`config.mk`:
```
export PLATFORM = sky130hd
export DESIGN_NAME = reg_xfer_ctrl
export DESIGN_NICKNAME = d
export VERILOG_FILES = /design/src/rtl/reg_xfer_ctrl.sv
export SDC_FILE = /design/constraint.sdc
export NUM_CORES = 1
export LEC_CHECK = 0
export BUFFER_PORTS_ARGS = -buffer_cell sky130_fd_sc_hd__buf_2
export CORE_MARGIN = 1.5
export CORE_UTILIZATION = 35
export CTS_CLUSTER_DIAMETER = 100
export CTS_CLUSTER_SIZE = 24
export DETAILED_ROUTE_END_ITERATION = 8
export GPL_TIMING_DRIVEN = 0
export PLACE_DENSITY = 0.65
export SYNTH_ARGS = -nofsm -noshare
export SYNTH_HDL_FRONTEND = slang
export SYNTH_SLANG_ARGS = --single-unit
```
`constraint.sdc`:
```
create_clock -name FSM_Signal -period 2.45 [get_ports FSM_Signal]
set_input_delay 0.49 -clock FSM_Signal [delete_from_list [all_inputs] [get_ports FSM_Signal]]
set_output_delay 0.49 -clock FSM_Signal [all_outputs]
set_load 0.05 [all_outputs]
```
`src/rtl/reg_xfer_ctrl.sv`:
```
// rtl/reg_xfer_ctrl.sv - 6502 register-transfer / index-update sequencer (IDLE/SRC/WR/DONE)
// Optional flag logic is built when XFER_FLAGS_EN is defined.
module reg_xfer_ctrl #(
  parameter int DATA_W = 8
) (
  input  logic              FSM_Signal,
  input  logic              reset_n,
  input  logic              op_valid,
  output logic              op_ready,
  input  logic [3:0]        op_code,
  input  logic [DATA_W-1:0] op_imm,
  input  logic [DATA_W-1:0] A_in,
  input  logic [DATA_W-1:0] X_in,
  input  logic [DATA_W-1:0] Y_in,
  input  logic [DATA_W-1:0] S_in,
  output logic [DATA_W-1:0] bus_out,
  output logic              load_A,
  output logic              load_X,
  output logic              load_Y,
  output logic              load_S,
  output logic              flag_N,
  output logic              flag_Z,
  output logic              flag_we,
  output logic              done,
  output logic              err
);

  typedef enum logic [1:0] {IDLE, SRC, WR, DONE} state_t;

  state_t            state;
  logic [3:0]        op_q;
  logic [DATA_W-1:0] imm_q;
  logic [DATA_W-1:0] res;
  logic [3:0]        dest;

  // DONE also takes a new op so back-to-back operations run one per 3 cycles.
  assign op_ready = (state == IDLE) || (state == DONE);

  // dest is one-hot {A, X, Y, S}; zero for NOP and illegal codes.
  always_comb begin
    res  = '0;
    dest = 4'b0000;
    case (op_q)
      4'd1:  begin res = A_in;                dest = 4'b0100; end
      4'd2:  begin res = A_in;                dest = 4'b0010; end
      4'd3:  begin res = X_in;                dest = 4'b1000; end
      4'd4:  begin res = Y_in;                dest = 4'b1000; end
      4'd5:  begin res = S_in;                dest = 4'b0100; end
      4'd6:  begin res = X_in;                dest = 4'b0001; end
      4'd7:  begin res = X_in + DATA_W'(1);   dest = 4'b0100; end
      4'd8:  begin res = Y_in + DATA_W'(1);   dest = 4'b0010; end
      4'd9:  begin res = X_in - DATA_W'(1);   dest = 4'b0100; end
      4'd10: begin res = Y_in - DATA_W'(1);   dest = 4'b0010; end
      4'd11: begin res = imm_q;               dest = 4'b0100; end
      4'd12: begin res = imm_q;               dest = 4'b0010; end
      4'd13: begin res = imm_q;               dest = 4'b1000; end
      default: begin res = '0;                dest = 4'b0000; end
    endcase
  end

  always_ff @(posedge FSM_Signal or negedge reset_n) begin
    if (!reset_n) begin
      state   <= IDLE;
      op_q    <= '0;
      imm_q   <= '0;
      bus_out <= '0;
      load_A  <= 1'b0;
      load_X  <= 1'b0;
      load_Y  <= 1'b0;
      load_S  <= 1'b0;
      done    <= 1'b0;
      err     <= 1'b0;
    end else begin
      case (state)
        IDLE: begin
          if (op_valid) begin
            op_q  <= op_code;
            imm_q <= op_imm;
            state <= SRC;
          end
        end
        SRC: begin
          if (dest != 4'b0000) bus_out <= res;
          {load_A, load_X, load_Y, load_S} <= dest;
          state <= WR;
        end
        WR: begin
          {load_A, load_X, load_Y, load_S} <= 4'b0000;
          done  <= 1'b1;
          err   <= (op_q >= 4'd14);
          state <= DONE;
        end
        DONE: begin
          done <= 1'b0;
          err  <= 1'b0;
          if (op_valid) begin
            op_q  <= op_code;
            imm_q <= op_imm;
            state <= SRC;
          end else begin
            state <= IDLE;
          end
        end
        default: state <= IDLE;
      endcase
    end
  end

`ifdef XFER_FLAGS_EN
  logic writes_flags;

  // Every legal opcode updates N/Z except NOP and TXS.
  assign writes_flags = (op_q != 4'd0) && (op_q != 4'd6) && (op_q <= 4'd13);

  always_ff @(posedge FSM_Signal or negedge reset_n) begin
    if (!reset_n) begin
      flag_N  <= 1'b0;
      flag_Z  <= 1'b0;
      flag_we <= 1'b0;
    end else if (state == WR) begin
      flag_N  <= bus_out[DATA_W-1];
      flag_Z  <= (bus_out == '0);
      flag_we <= writes_flags;
    end else if (state == DONE) begin
      flag_we <= 1'b0;
    end
  end
`else
  assign flag_N  = 1'b0;
  assign flag_Z  = 1'b0;
  assign flag_we = 1'b0;
`endif

endmodule

```
==> metrics.md <==
| Metric | Value |
|---|---|
| Status | complete, no violations |
| Max Freq | between 400 and 500 MHz |
| DR iter-0 viols | 292 |
| Gate count after technology mapping | a little under 300 |
| Post-detailed-placement half-perimeter wirelength | 5740 um |
| Sort of element at the end of the critical path | flip-flop |
| Hold crit path type | input pin to asynchronous set/reset pin |
| Part of the Yosys area used for sequential elements | 28.0% |
| Fraction of synthesis flops using an asynchronous set or reset pin | 100% |
| Ordered list of cells on the worst path | buf_4 > nand4bb_1 > buf_2 > clkinv_1 > ha_1 > or3_1 > mux2_2 > a31oi_1 |
| Total negative setup slack | 0 ns |
| Ratio of cells with drive above 1 in the final layout | 26.3% |
| Number of flops mapped to enable cells by yosys | 0 |
| Crit start category | flip-flop |
| Worst max-slew margin expressed relative to the limit | 37.9% |
| CTS Buffer Depth | 2 |
| Final Skew | 0.00575 ns |
| Drc violations | 0 |
| Flip-flop and latch count after synthesis | 28 |
| Clock tree from TritonCTS | yes |
| Buf+Inv Stages, Crit Path | 3 |
| Overflow after GRT | 0 |
| Most frequent standard cell in the layout excluding fill and tap cells | sky130_fd_sc_hd__buf_2 |
| Pre-CTS setup slack | -0.0706 ns |
| Clock network fraction of total power | 10.0% |
| Number of pins exceeding their max-slew limit in the final report | 0 |
| Internal power component | 1.84 mW |
| Crit-path slowest cell | sky130_fd_sc_hd__dfrtp_1 |
| Areal power density over the cells | 1290 mW/mm2 |
| Wire length of the first global-routing pass | 12000 um |
| Number of port buffers | 57 |
| Number of antenna violations at the first check in global routing | 0 |
| Startpoint of the worst register-to-register path | op_q[3]$_DFFE_PN0P_ |
| Final RePlAce weighted congestion | 0.962 |
| Post-synth top flop | sky130_fd_sc_hd__dfrtp_1 |
| Share of the clock period used by the worst path after layout | a little over nine tenths |
| Clock sink count | 28 |
| Switching power of the nets | ~2.0 mW |
| Count of hold buffers inserted by post-cts repair | 0 |
| Avg Vias per Cell | between 5 and 6 |
| Final Hold Fails | 0 |
| Synthesized area | 0.00251 mm2 |
| Filler cell count in the final layout | 689 |
| Post-detailed-route count of antenna-violating nets | 0 |
| Setup repair after global routing missed its margin | no |
| Die extent in x | 87.6 um |
| Crit Reg-Reg Endpoint | bus_out[7]$_DFFE_PN0P_ |
| Logic gate share of total power | 67.5% |
| Floorplan die area | about 0.0077 mm2 |
| Clock H-tree levels | 1 |
| Number of cells on the worst reg-to-reg path | 8 |
| Relative contribution of sequential cells to total power | 22.5% |
| Max-capacitance violation count | 0 |
| Number of distinct library cell variants in the gate-level netlist after synthesis | 60 |
| Final #Nets | ~420 |
| Antenna cells | 0 |
| Most used cells in the layout excluding fill and tap cells | 62 x sky130_fd_sc_hd__buf_2, 27 x sky130_fd_sc_hd__dfrtp_1, 19 x sky130_fd_sc_hd__o21ai_0 |
| Largest vdd supply drop | 0.516 mV |
| Initial core utilization | 36.5% |
| Layout-stage area growth over the synthesis result | 20.5% |
| Number of setup violations in the final report | 0 |
| Hold slack final | 0.204 ns |
| Syn avg cell area | 8.41 um2 |
| Skew-Pair Late Insertion Delay | about 0.3 ns |
| Arrival time at the worst endpoint | approximately 2.6 ns |
| Required time of the critical path | 2.67 ns |
| Core Area | 0.00687 mm2 |
| Actual transition at the worst max-transition pin | about 0.92 ns |
| Worst-path maximum fanout | 10 |
| Wire length after detailed routing | approximately 7600 um |
| Critical path class | flip-flop to flip-flop |
| Total number of yosys warnings | 0 |
| Min Clock Period, post-route | 2.33 ns |
| Largest delay contributor family on the critical path | buffers and inverters |
| Setup WS post-layout | 0.120 ns |
| Global routing usage summed across all routing layers | 20.1% |
| Placed inst area | 0.00292 mm2 |
| Clock tree root buffer cell | sky130_fd_sc_hd__clkbuf_8 |
| Number of cells on the critical path | 8 |
| Power Total | 3.89 mW |
| DR pass1 iterations | 6 |
| Pin count of the biggest net entering global routing | 29 |
| Number of global-route vias before repair | 2337 |
| Std-Cell Rows | 30 |
| Worst-case register-to-register setup slack | 0.12 ns |
| Post-CTS setup-driven buffer insertion count | 0 |
| Routed WL per cell | roughly 17 um |
| Number of buffers inserted during clock tree synthesis | 3 |
| Die Y | 87.6 um |
| Clk slew on worst S/H paths | approximately 0.11 ns |
| Switching share of power | a little over half |
| Ports | 65 |
| P_leak | 1.24 nW |
| Slowest cell delay on critical path | 0.37 ns |
| Non-Filler Cell Area, Final | 0.00302 mm2 |
| Vias | 2587 |
-- stage by stage --
stage,instances,util [%]
final,457,44.0
after global routing,457,44.0
after CTS,457,43.7
after detailed placement,453,42.5
after global placement,453,42.5
after floorplan,300,-
-- cell usage after synthesis, types with 7 or more instances --
| cell type | instances | area [um2] |
|---|---|---|
| sky130_fd_sc_hd__ha_1 | 9 | 113 |
| sky130_fd_sc_hd__dfrtp_1 | 28 | 701 |
| sky130_fd_sc_hd__clkbuf_1 | 14 | 52.6 |
| sky130_fd_sc_hd__nor3_1 | 8 | 40.0 |
| sky130_fd_sc_hd__mux2_2 | 17 | 191 |
| sky130_fd_sc_hd__nand3_1 | 9 | 45.0 |
| sky130_fd_sc_hd__a21oi_1 | 9 | 45.0 |
| sky130_fd_sc_hd__o21ai_0 | 19 | 95.1 |
| sky130_fd_sc_hd__nor2_1 | 17 | 63.8 |
| sky130_fd_sc_hd__nand4_1 | 8 | 50.1 |
| sky130_fd_sc_hd__inv_1 | 11 | 41.3 |
| sky130_fd_sc_hd__xnor2_1 | 7 | 61.3 |
| sky130_fd_sc_hd__mux2i_1 | 10 | 100 |
| sky130_fd_sc_hd__nand2_1 | 18 | 67.6 |
-- logic make-up (layout without fill, tap and decap cells) --
family	Yosys count	after routing	share of synthesized area, %
simple gates	104	104	23.1
compound gates	80	80	22.4
buf+inv	39	100	6.69
flops	28	28	28.0
mux	27	27	11.6
fa+ha+maj	11	11	5.29
xor+xnor	8	8	2.80
other cells	1	3	0.150
-- power by group through the flow --
| stage | registers [mW] | clock network (mW) | logic (mW) |
|---|---|---|---|
| 2_1_floorplan | 1.19 | 0 | 1.58 |
| 3_3_place_gp | 0.869 | 0 | 2.52 |
| 3_5_place_dp | 0.877 | 0 | 2.54 |
| 4_1_cts | 0.868 | 0.394 | 2.56 |
| 5_1_grt | 0.910 | 0.416 | 2.84 |
| 6_report | 0.876 | 0.390 | 2.63 |
-- cell type report --
cell class / count / area (um2) / share of cell area [%]
Multi-Input combinational cell: 233 / 1670 / 55.4
Timing Repair Buffer: 57 / 285 / 9.44
Clock buffer: 3 / 41.3 / 1.37
Tap cell: 96 / 120 / 3.98
Buffer: 27 / 124 / 4.10
Sequential cell: 28 / 702 / 23.2
Inverter: 12 / 45.0 / 1.49
Clock inverter: 1 / 30.0 / 0.994
-- how the worst max path moves through the flow --
stage / start / endpoint / slack, ns
2_1_floorplan: X_in[3] / bus_out[7]$_DFFE_PN0P_ / 0.40
3_3_place_gp: op_q[2]$_DFFE_PN0P_ / bus_out[4]$_DFFE_PN0P_ / -0.06
3_5_place_dp: op_q[2]$_DFFE_PN0P_ / bus_out[4]$_DFFE_PN0P_ / -0.07
4_1_cts: op_q[2]$_DFFE_PN0P_ / bus_out[4]$_DFFE_PN0P_ / 0.08
5_1_grt: op_q[3]$_DFFE_PN0P_ / bus_out[7]$_DFFE_PN0P_ / 0.01
6_report: op_q[3]$_DFFE_PN0P_ / bus_out[7]$_DFFE_PN0P_ / 0.12
-- flip-flops by register name, indices dropped and copies added (netlist names) --
register / count
state: 2
load_S: 1
bus_out: 8
load_X: 1
load_A: 1
imm_q: 8
err: 1
load_Y: 1
done: 1
op_q: 4
-- repair_timing --
item | 4_1_cts | 5_1_grt
setup endpoints to repair | 1 | 5
hold endpoints to repair | 0 | 0
resized for setup | 2 | 5
pin swaps | 0 | 1
-- metal layers --
layer | global-route usage [%] | up-vias | part of all wire, %
met5 | 0 | - | 0
met3 | 3.39 | 18 | 7.2
met4 | 6.35 | 0 | 2.3
met1 | 28.2 | 1185 | 45
met2 | 31.7 | 128 | 45
li1 | - | 1256 | -
(Power assumes the default switching activity.)
